==> config.mk <==
export PLATFORM = sky130hd
export DESIGN_NAME = psum_collector_flat
export DESIGN_NICKNAME = d
export VERILOG_FILES = /design/src/rtl/psum_collector_if.sv /design/src/rtl/psum_collector.sv /design/src/flat_wrapper.sv
export SDC_FILE = /design/constraint.sdc
export NUM_CORES = 1
export LEC_CHECK = 0
export BUFFER_PORTS_ARGS = -buffer_cell sky130_fd_sc_hd__buf_2
export CELL_PAD_IN_SITES_DETAIL_PLACEMENT = 2
export CELL_PAD_IN_SITES_GLOBAL_PLACEMENT = 2
export CORE_MARGIN = 2
export CORE_UTILIZATION = 25
export CTS_BUF_LIST = sky130_fd_sc_hd__clkbuf_16
export CTS_CLUSTER_DIAMETER = 150
export DETAILED_ROUTE_END_ITERATION = 6
export PLACE_DENSITY_LB_ADDON = 0.1
export SYNTH_ARGS = -nofsm -noshare
export SYNTH_HDL_FRONTEND = slang
export SYNTH_SLANG_ARGS = --single-unit
==> constraint.sdc <==
create_clock -name sys_clk -period 7.7 [get_ports sys_clk]
set_input_delay 1.54 -clock sys_clk [delete_from_list [all_inputs] [get_ports sys_clk]]
set_output_delay 1.54 -clock sys_clk [all_outputs]
set_load 0.02 [all_outputs]
==> src/rtl/psum_collector_if.sv <==
// Handshake bundle between the PE psum stream, the collector and the output writer.
// The producer/consumer side uses modport master; the collector uses modport slave.
interface psum_collector_if #(
    parameter int ACC_W = 16
);
    logic                    in_valid;
    logic signed [7:0]       in_psum;
    logic                    in_ready;
    logic                    out_valid;
    logic signed [ACC_W-1:0] out_data;
    logic                    out_ready;

    modport master (
        output in_valid,
        output in_psum,
        input  in_ready,
        input  out_valid,
        input  out_data,
        output out_ready
    );

    modport slave (
        input  in_valid,
        input  in_psum,
        output in_ready,
        output out_valid,
        output out_data,
        input  out_ready
    );
endinterface

==> src/rtl/psum_collector.sv <==
// Sums N_CH consecutive signed psums into an ACC_W total and queues totals in a FWFT FIFO.
// Optional macro PSUM_RELU_EN clamps negative totals to zero on their way into the FIFO.
module psum_collector #(
    parameter int N_CH  = 3,
    parameter int ACC_W = 16,
    parameter int DEPTH = 4,
    localparam int CH_W  = (N_CH > 1) ? $clog2(N_CH) : 1,
    localparam int CNT_W = $clog2(DEPTH) + 1
) (
    input  logic             sys_clk,
    input  logic             CLR,
    psum_collector_if.slave  bus,
    output logic [CH_W-1:0]  ch_idx,
    output logic [CNT_W-1:0] fifo_cnt,
    output logic             drop_err
);
    localparam int PTR_W = $clog2(DEPTH);

    logic signed [ACC_W-1:0] acc_reg;
    logic [CH_W-1:0]         ch_idx_reg;
    logic [PTR_W-1:0]        wr_ptr_reg;
    logic [PTR_W-1:0]        rd_ptr_reg;
    logic [CNT_W-1:0]        cnt_reg;
    logic signed [ACC_W-1:0] out_data_reg;
    logic                    drop_err_reg;
    logic signed [ACC_W-1:0] mem [DEPTH];

    logic                    accept;
    logic                    last_ch;
    logic                    push;
    logic                    pop;
    logic signed [ACC_W-1:0] psum_ext;
    logic signed [ACC_W-1:0] sum;
    logic signed [ACC_W-1:0] push_val;
    logic [CH_W-1:0]         ch_idx_next;
    logic [CNT_W-1:0]        cnt_after_pop;
    logic [CNT_W-1:0]        cnt_next;
    logic [PTR_W-1:0]        rd_ptr_next;
    logic signed [ACC_W-1:0] head_next;

    // Flow control depends on registered occupancy only, never on same-cycle inputs.
    assign bus.in_ready  = (cnt_reg != CNT_W'(DEPTH));
    assign bus.out_valid = (cnt_reg != '0);
    assign bus.out_data  = out_data_reg;
    assign ch_idx        = ch_idx_reg;
    assign fifo_cnt      = cnt_reg;
    assign drop_err      = drop_err_reg;

    assign accept   = bus.in_valid & bus.in_ready;
    assign last_ch  = (ch_idx_reg == CH_W'(N_CH - 1));
    assign push     = accept & last_ch;
    assign pop      = bus.out_valid & bus.out_ready;
    assign psum_ext = ACC_W'(bus.in_psum);
    assign sum      = acc_reg + psum_ext;

`ifdef PSUM_RELU_EN
    assign push_val = sum[ACC_W-1] ? '0 : sum;
`else
    assign push_val = sum;
`endif

    assign ch_idx_next = last_ch ? '0 : ch_idx_reg + CH_W'(1);

    // The output register is loaded with next cycle's head so out_data is FWFT yet holds
    // its last value while the FIFO is empty.
    always_comb begin
        cnt_after_pop = cnt_reg - CNT_W'(pop);
        cnt_next      = cnt_after_pop + CNT_W'(push);
        rd_ptr_next   = rd_ptr_reg + PTR_W'(pop);
        head_next     = out_data_reg;
        if (cnt_next != '0) begin
            if (cnt_after_pop == '0) begin
                head_next = push_val;
            end else begin
                head_next = mem[rd_ptr_next];
            end
        end
    end

    always_ff @(posedge sys_clk) begin
        if (CLR) begin
            acc_reg      <= '0;
            ch_idx_reg   <= '0;
            wr_ptr_reg   <= '0;
            rd_ptr_reg   <= '0;
            cnt_reg      <= '0;
            out_data_reg <= '0;
            drop_err_reg <= 1'b0;
        end else begin
            if (accept) begin
                acc_reg    <= last_ch ? '0 : sum;
                ch_idx_reg <= ch_idx_next;
            end
            if (push) begin
                wr_ptr_reg <= wr_ptr_reg + PTR_W'(1);
            end
            if (bus.in_valid && !bus.in_ready) begin
                drop_err_reg <= 1'b1;
            end
            rd_ptr_reg   <= rd_ptr_next;
            cnt_reg      <= cnt_next;
            out_data_reg <= head_next;
        end
    end

    // Storage carries no reset; entries are only read once the pointers say they are valid.
    always_ff @(posedge sys_clk) begin
        if (push && !CLR) begin
            mem[wr_ptr_reg] <= push_val;
        end
    end
endmodule
==> src/flat_wrapper.sv <==
// flat-port wrapper written by rule: the top's interface ports become plain ports
module psum_collector_flat 
#(
    parameter int N_CH  = 3,
    parameter int ACC_W = 16,
    parameter int DEPTH = 4,
    localparam int CH_W  = (N_CH > 1) ? $clog2(N_CH) : 1,
    localparam int CNT_W = $clog2(DEPTH) + 1
)
  (sys_clk, CLR, ch_idx, fifo_cnt, drop_err, bus_in_valid, bus_in_psum, bus_in_ready, bus_out_valid, bus_out_data, bus_out_ready);
  psum_collector_if #(.ACC_W(ACC_W)) bus_i ();
  input  logic sys_clk;
  input  logic CLR;
  output logic [CH_W-1:0] ch_idx;
  output logic [CNT_W-1:0] fifo_cnt;
  output logic drop_err;
  input wire logic [$bits(bus_i.in_valid)-1:0] bus_in_valid;
  input wire logic [$bits(bus_i.in_psum)-1:0] bus_in_psum;
  output wire logic [$bits(bus_i.in_ready)-1:0] bus_in_ready;
  output wire logic [$bits(bus_i.out_valid)-1:0] bus_out_valid;
  output wire logic [$bits(bus_i.out_data)-1:0] bus_out_data;
  input wire logic [$bits(bus_i.out_ready)-1:0] bus_out_ready;
  assign bus_i.in_valid = bus_in_valid;
  assign bus_i.in_psum = bus_in_psum;
  assign bus_in_ready = bus_i.in_ready;
  assign bus_out_valid = bus_i.out_valid;
  assign bus_out_data = bus_i.out_data;
  assign bus_i.out_ready = bus_out_ready;
  psum_collector #(.N_CH(N_CH), .ACC_W(ACC_W), .DEPTH(DEPTH)) u_core (.sys_clk(sys_clk), .CLR(CLR), .bus(bus_i), .ch_idx(ch_idx), .fifo_cnt(fifo_cnt), .drop_err(drop_err));
endmodule
==> flow_summary.yaml, run 1 <==
cts:
  hold_buffers: 0
  cts_resized: 0
  cts-buffers-inserted: 9
  clkSinkCount: 106
  clk_pin_slew_ps: 70
  cts_buffer_depth: 2
  cts_tree: "done"
  htree_levels: 3
  root_buffer: "clkbuf_16"
  clk_latency_ps: 360
  cts_setup_buffers: 0
pwr:
  p_total_w: 0.00224
  vdd_drop_max_mv: 0.104
  leakage_nw: 2.05
  power_density_nw_per_um2: 409
grt:
  grt_pass1_wl_mm: 19.9
  grt_start_max_net_pins: 35
  overflow: 0
  grt.met1_usage_pct: 17.1
  grt_pass1_vias: 3449
  grt-busiest-layer: "met2"
  grt.total_usage_pct: 13.3
  grtUsageMet2_pct: 22.4
  grt_antenna_before_repair: 0
  use_met3_pct: 1.68
setup_path:
  end_kind: "flip-flop"
  start_kind: "input port"
  path_common_cell: "ha_1"
  slowest_delay_ps: 760
  worstPathRequired_ps: 7960
  crit_family: "simple AND/OR/NAND/NOR gates"
  cp_slowest_cell: "nor3_2"
  path_buf_inv: 1
  cp.arrival_ps: 4550
  crit_type: "in2reg"
  path_cells: "buf_2 -> nand2_1 -> nor2_1 -> ha_1 -> ha_1 -> nor3_2 -> nor3_1 -> a32o_1 -> a21o_1"
  cp_max_fo: 17
routing:
  drt_wl_total_mm: 12.7
  first_iter_violations: 104
  num_vias: 3171
  drtAntennaViolNets: 0
  drcViolationCount: 0
  wl_per_cell_um: 19.5
  vias_per_cell: 4.88
  first_pass_iters: 5
synth:
  synthMuxAreaShare_pct: 8.14
  ys_seq_elements: 106
  synth_xor_area_share_pct: 3.23
  synth_nets: 419
  synthArstFlopShare_pct: 0
  yosysSeqAreaShare_pct: 57.6
  yosys.area_share.adder_pct: 6.68
  synth_top_family_by_area: "compound AO/OA/AOI/OAI gates"
  syn_avg_cell_area_um2: 12.6
  yosys_most_used_dff: "edfxtp_1"
  synth_compound_area_share_pct: 11.4
  syn-cell-area_um2: 4800
  yosysUniqueCellTypes: 46
  synth_edf_count: 64
  synthSimpleGateAreaFrac_pct: 10.3
  synthCells: 382
  yosysWarnings: 0
final_layout:
  insertedDiodeCount: 0
  largest_register_ffs: 64
  drive_above_1_share_pct: 16.8
  post-route-util_pct: 29.2
  area_growth_pct: 14.2
  nets: 448
sta:
  min_period_ps: 4300
  hold_viol: 0
  report.final.slew_viol_count: 0
  tightestPinTransition_ps: 1010
  tns_ps: 0
  setup_viol: 0
  period_share_pct: 55.8
  skew_ps: 10.5
  max_slew_margin_pct: 32.3
  fmax_mhz: 233
  rsz0062_at_grt: "false"
floorplanning:
  start_util_pct: 25.6
  die_w_um: 143
  io_pins: 36
  rows: 50
  core-area_um2: 18800
  die_h_um: 143
  dieArea_um2: 20300
outcome:
  run_status: "completed"
placed_design:
  hpwlAfterDp_mm: 8.79
  gp_congestion: 0.717
  port_buffers: 35
min_path:
  hp-class: "reg2reg"
run:
  drv_cap: 0
synth_stat cells (4+ instances only):
| cell | count | area, um2 |
|---|---|---|
| xor2_1 | 4 | 35.0 |
| and2_1 | 5 | 31.3 |
| nand2_1 | 39 | 146 |
| a21oi_1 | 25 | 125 |
| and3_1 | 5 | 31.3 |
| a22oi_1 | 7 | 52.6 |
| buf_2 | 7 | 35.0 |
| nor3_1 | 8 | 40.0 |
| xnor2_1 | 10 | 87.6 |
| mux4_2 | 16 | 360 |
| a22o_1 | 6 | 52.6 |
| clkbuf_1 | 9 | 33.8 |
| edfxtp_1 | 64 | 1920 |
| a311oi_1 | 7 | 61.3 |
| nor2b_1 | 5 | 31.3 |
| a21o_1 | 4 | 30.0 |
| o21ai_0 | 6 | 30.0 |
| a211oi_1 | 5 | 37.5 |
| nor2_1 | 31 | 116 |
| dfxtp_1 | 42 | 841 |
| inv_1 | 10 | 37.5 |
| nand3_1 | 4 | 20.0 |
| ha_1 | 24 | 300 |
where the power goes:
part | internal (W) | total [W] | switching, W
clock | 0.000249 | 0.000458 | 0.000209
sequential | 0.000724 | 0.000768 | 0.0000433
combinational | 0.000358 | 0.00101 | 0.000655
cells by family (layout without fill, tap and decap cells):
kind of cell / after synthesis / count (layout)
xor gates and xnor gates: 16 / 16
muxes: 19 / 19
buffers and inverters: 29 / 63
DFF: 106 / 106
AOI/OAI and AO/OA: 80 / 80
adders and majority gates: 25 / 25
and+or+nand+nor: 107 / 107
stage by stage:
stage / cells / instance area, um2 / hold slack [ps] / setup WS (ps)
floorplan: 382 / 4800 / 436 / 4260
global placement: 634 / 5190 / 444 / 3170
detailed placement: 634 / 5190 / 464 / 2870
CTS: 650 / 5480 / 466 / 3250
global route: 650 / 5480 / 489 / 2960
finish: 650 / 5480 / 459 / 3400
layout by cell type (no fill, tap or decap), types with 6 or more instances in the layout:
cell type	n
inv_1	12
xnor2_1	10
ha_1	24
buf_2	35
a22o_1	6
edfxtp_1	64
dfxtp_1	42
nand2_1	39
nor2_1	31
o21ai_0	6
mux4_2	16
clkbuf_16	9
a21oi_1	25
a22oi_1	7
a311oi_1	7
nor3_1	8
per-layer routing:
metal	wire (um)	vias to the layer above
li1	-	1493
met1	5800	1622
met2	6320	43
met3	331	13
met4	243	0
met5	0	-
final cells by class:
class | count | area, um2
fill | 2018 | 13300
clock inverter | 7 | 62.6
sequential | 106 | 2760
clock buffer | 9 | 225
tap | 234 | 293
multi-input combinational | 247 | 1910
inverter | 10 | 37.5
timing repair buffer | 37 | 190
tightest hold or removal path: cells and delay by family, from the launching register on:
kind             cells  cell delay (ps)
flip-flops           1              310
AO/OA/AOI/OAI        1               50
AND/OR/NAND/NOR      1               50
path summary, 6_finish.rpt:
path	from	endpoint	slack (ps)	cells past startpoint
worst max-delay path	bus_in_valid	u_core.bus.out_data[14]	3400	9
worst min-delay path	u_core.acc_reg[0]	u_core.acc_reg[0]	460	2
worst max register to register	u_core.fifo_cnt[1]	u_core.bus.out_data[14]	4110	10
worst min register to register	u_core.acc_reg[0]	u_core.acc_reg[0]	460	2
Note: power is estimated with default switching activity, not from simulation.
==> run 2, diff against run 1 <==
==> constraint.sdc (replaced) <==
create_clock -name sys_clk -period 4.3 [get_ports sys_clk]
set_input_delay 0.86 -clock sys_clk [delete_from_list [all_inputs] [get_ports sys_clk]]
set_output_delay 0.86 -clock sys_clk [all_outputs]
set_load 0.02 [all_outputs]
==> run 2 against run 1 <==
Compared with the run above: combinational power up 82%; largest power group unchanged; critical path type is now reg2reg; highest routed layer unchanged; sequential power up 78%; clock skew down 2.3 ps; first-iteration DRC count up 77%; non-clock buffer count up 7; final cell count up 1.1%; flip-flop and latch count unchanged; worst setup slack worse by 2200 ps; die area unchanged.
==> flow_summary.yaml, run 2 (synthesized netlist as in run 1, its figures left out) <==
setup_path:
  start_kind: "flip-flop"
  cp.arrival_ps: 3400
  cp_max_fo: 17
  crit_type: "reg2reg"
  end_kind: "flip-flop"
  worstPathRequired_ps: 4590
pwr:
  leakage_nw: 2.09
  power_density_nw_per_um2: 735
  p_seq_share_pct: 33.6
  vdd_drop_max_mv: 0.324
  pwr-share-clk_pct: 21.3
  combPwrFrac_pct: 45.0
  p_int_w: 0.00248
  switchingPower_w: 0.00160
  swShare_pct: 39.2
final_layout:
  nets: 455
  largest_register_ffs: 64
  fillers: 2042
  multi_input_area_um2: 1910
  final_common_cell: "edfxtp_1"
  drive_above_1_share_pct: 18.4
  area_growth_pct: 15.7
  layout_common_cells: "edfxtp_1, dfxtp_1, nand2_1"
  design_area_um2: 5550
  regArea_um2: 2760
  insertedDiodeCount: 0
sta:
  max_slew_margin_pct: 44.2
  period_share_pct: 72.4
  tightestPinTransition_ps: 830
  tns_ps: 0
  skew_ps: 8.15
  report.final.slew_viol_count: 0
  hold_viol: 0
  setup_viol: 0
  rsz0062_at_grt: "false"
  fmax_mhz: 321
  min_period_ps: 3110
grt:
  grt_start_max_net_pins: 35
  grt.total_usage_pct: 13.3
  grt_antenna_before_repair: 0
  grt_pass1_wl_mm: 20.1
  overflow: 0
  grt_pass1_vias: 3467
cts:
  cts_tree: "done"
  cts_setup_buffers: 0
  root_buffer: "clkbuf_16"
  hold_buffers: 0
  cts_buffer_depth: 2
  cts_resized: 0
  clk_pin_slew_ps: 70
  clk_latency_ps: 350
  cts-buffers-inserted: 9
  clkSinkCount: 106
  htree_levels: 3
outcome:
  run_status: "completed"
routing:
  drt_wl_total_mm: 12.6
  first_pass_iters: 4
  first_iter_violations: 184
  wl_per_cell_um: 19.2
  num_vias: 3165
  drcViolationCount: 0
  vias_per_cell: 4.82
  drtAntennaViolNets: 0
floorplanning:
  core-area_um2: 18800
  io_pins: 36
  die_h_um: 143
  start_util_pct: 25.6
  die_w_um: 143
  dieArea_um2: 20300
  rows: 50
placed_design:
  gp_congestion: 0.677
  port_buffers: 35
  place_area_um2: 5240
  hpwlAfterDp_mm: 8.75
run:
  drv_cap: 0
min_path:
  hp-class: "reg2reg"
run 2: changes by cell type in the layout (fill, tap and decap cells not counted):
cell | previous run | this run
buf_4 | 2 | 9
bufinv_16 | 1 | 2
clkinv_2 | 0 | 1
clkinv_4 | 2 | 1
inv_1 | 12 | 11
run 2: layer usage:
metal  global-route usage (%)  up-vias  routed length (um)
li1                         -     1503                   -
met1                     18.1     1618                6260
met2                     21.5       34                5890
met3                     2.09       10                 314
met4                     4.85        0                 188
met5                        0        -                   0
run 2: path summary, 6_finish.rpt:
| path | from | to | slack [ps] | depth (start not counted) |
|---|---|---|---|---|
| max | u_core.fifo_cnt[2] | u_core.bus.out_data[15] | 1190 | 11 |
| min | u_core.acc_reg[0] | u_core.acc_reg[0] | 480 | 2 |
| max reg2reg | u_core.fifo_cnt[2] | u_core.bus.out_data[15] | 1190 | 11 |
| min reg2reg | u_core.acc_reg[0] | u_core.acc_reg[0] | 480 | 2 |
run 2: stage by stage:
step | hold WS [ps] | power [W] | utilization, % | cells | worst slack (ps)
global placement | 443 | 0.00326 | 27.9 | 641 | 917
detailed placement | 463 | 0.00330 | 27.9 | 641 | 802
CTS | 483 | 0.00418 | 29.6 | 657 | 1130
finish | 479 | 0.00408 | 29.6 | 657 | 1190
global route | 504 | 0.00442 | 29.6 | 657 | 840
floorplan | 436 | 0.00271 | - | 382 | 1460
run 2: layout make-up:
class | instances | area share [%]
flip-flops and latches | 106 | 49.8
multi-input cells | 247 | 34.3
well taps | 234 | 5.27
repair buffers | 44 | 4.37
clock buffers | 9 | 4.06
clock inverters | 7 | 1.53
inverters | 10 | 0.676
run 2: power by group through the flow:
stage / combinational, W / clock [W] / sequential, W
floorplan: 0.00126 / 0 / 0.00145
global placement: 0.00187 / 0 / 0.00140
detailed placement: 0.00190 / 0 / 0.00140
CTS: 0.00190 / 0.000898 / 0.00138
global route: 0.00208 / 0.000940 / 0.00139
finish: 0.00184 / 0.000870 / 0.00137
run 2: critical path, stage by stage (launching register included):
cell and delay, ps:
dfxtp_1 380, or3_1 330, and2_1 190, ha_1 190
ha_1 300, inv_1 50, ha_1 200, xnor2_1 280
or3_1 600, o21ai_0 200, a21oi_1 180, o31a_1 160
==> run 3, diff against run 2 <==
==> constraint.sdc (replaced) <==
create_clock -name sys_clk -period 2.9 [get_ports sys_clk]
set_input_delay 0.58 -clock sys_clk [delete_from_list [all_inputs] [get_ports sys_clk]]
set_output_delay 0.58 -clock sys_clk [all_outputs]
set_load 0.02 [all_outputs]
==> run 3 against run 2 <==
Compared with the run above: highest routed layer unchanged; non-clock buffer count up 24; critical path type unchanged; critical path depth up 1; clock-buffer cell count unchanged.
==> flow_summary.yaml, run 3 (synthesized netlist as in run 1, its figures left out) <==
setup_path:
  r2r_start: "u_core.fifo_cnt[1]"
  start_kind: "flip-flop"
  end_kind: "flip-flop"
  path_cells: "or3_4 -> and2_4 -> ha_4 -> inv_1 -> ha_1 -> ha_1 -> xnor2_2 -> nor3_2 -> nor3_1 -> buf_4 -> a32o_1 -> a21o_1"
  crit_type: "reg2reg"
  cp.arrival_ps: 2980
  worstPathRequired_ps: 3150
  cp_max_fo: 5
  worstSetupStartpoint: "u_core.fifo_cnt[1]"
  cp_slowest_cell: "or3_4"
  slowest_delay_ps: 390
  path_common_cell: "ha_1"
min_path:
  hp-class: "reg2reg"
  min_from: "u_core.drop_err"
outcome:
  run_status: "completed"
sta:
  rsz0062_at_grt: "false"
  skew_ps: 7.92
  hold_viol: 0
  tns_ps: 0
  tightestPinTransition_ps: 772
  fin_hold_ws_ps: 468
  setup_viol: 0
  min_period_ps: 2730
  max_slew_margin_pct: 48.2
  report.final.slew_viol_count: 0
  period_share_pct: 94.3
  fmax_mhz: 366
pwr:
  leakage_nw: 2.22
  vdd_drop_max_mv: 0.416
  power_density_nw_per_um2: 1110
final_layout:
  insertedDiodeCount: 0
  fillers: 1996
  final_common_cell: "edfxtp_1"
  largest_register_ffs: 64
  layout_common_cells: "edfxtp_1, dfxtp_1, nand2_1"
  area_growth_pct: 20.7
  drive_above_1_share_pct: 24.2
  fin_cells: 681
  nets: 479
routing:
  vias_per_cell: 4.76
  num_vias: 3242
  wl_per_cell_um: 19.0
  drcViolationCount: 0
  first_pass_iters: 4
  first_iter_violations: 142
  drtAntennaViolNets: 0
  drt_wl_total_mm: 12.9
grt:
  grt_pass1_vias: 3430
  overflow: 0
  grt_pass1_wl_mm: 20.2
  grt.total_usage_pct: 13.3
  grt_start_max_net_pins: 33
  grt_antenna_before_repair: 0
cts:
  root_buffer: "clkbuf_16"
  clkSinkCount: 106
  clk_latency_ps: 350
  cts_tree: "done"
  clk_pin_slew_ps: 80
  cts_setup_buffers: 0
  cts-buffers-inserted: 9
  cts_buffer_depth: 2
  htree_levels: 3
placed_design:
  gp_congestion: 0.711
  placed_cells: 665
  hpwlAfterDp_mm: 9.02
  port_buffers: 35
floorplanning:
  rows: 50
  die_w_um: 143
  dieArea_um2: 20300
  die_h_um: 143
  start_util_pct: 25.6
  core-area_um2: 18800
  io_pins: 36
run:
  drv_cap: 0
-- run 3: cell count changes in the layout (fill, tap and decap cells not counted), sizes merged --
cell and change:
buf +24, bufinv -1, inv +1
-- run 3: metal layers --
metal	global-route usage [%]	wire length, um	up-vias
li1	-	-	1550
met1	17.7	6270	1653
met2	22.3	6300	30
met3	2.36	225	9
met4	3.91	148	0
met5	0	0	-
-- run 3: layout make-up --
type,count,area [um2],area share [%]
well taps,234,293,5.06
flip-flops and latches,106,2760,47.7
inverters,10,37.5,0.648
multi-input cells,247,1950,33.6
clock inverters,7,77.6,1.34
repair buffers,68,448,7.74
clock buffers,9,225,3.89
-- run 3: timing repair --
| action | in CTS | in global routing |
|---|---|---|
| hold endpoints to repair | 0 | 0 |
| endpoints found under the setup margin | 0 | 15 |
| hold buffers | 0 | 0 |
| gates resized for setup | 0 | 6 |
-- run 3: final timing paths --
check | to | slack, ps | cells after the start
setup / recovery | u_core.bus.out_data[14] | 170 | 12
hold / removal | u_core.drop_err | 470 | 2
setup reg to reg | u_core.bus.out_data[14] | 170 | 12
hold reg to reg | u_core.drop_err | 470 | 2
-- run 3: report_power, final --
group	total [W]	internal (W)	switching, W
clock	0.00126	0.000680	0.000582
combinational	0.00314	0.00132	0.00182
sequential	0.00203	0.00192	0.000106
-- run 3: worst max-delay path, delay by kind of cell (launching register included) --
kind,cells,cell delay [ps]
DFF,1,340
and+or+nand+nor,4,920
buffers and inverters,2,220
adders and majority gates,3,640
xor gates and xnor gates,1,160
AOI/OAI and AO/OA,2,370
-- run 3: per-stage QoR --
step	power (W)	cell area (um2)	utilization [%]	worst slack [ps]
CTS	0.00653	5750	30.6	70.5
detailed placement	0.00523	5450	29.0	40.4
floorplan	0.00403	4800	-	62.0
global placement	0.00518	5450	29.0	45.5
finish	0.00643	5790	30.9	166
global route	0.00694	5790	30.9	24.0
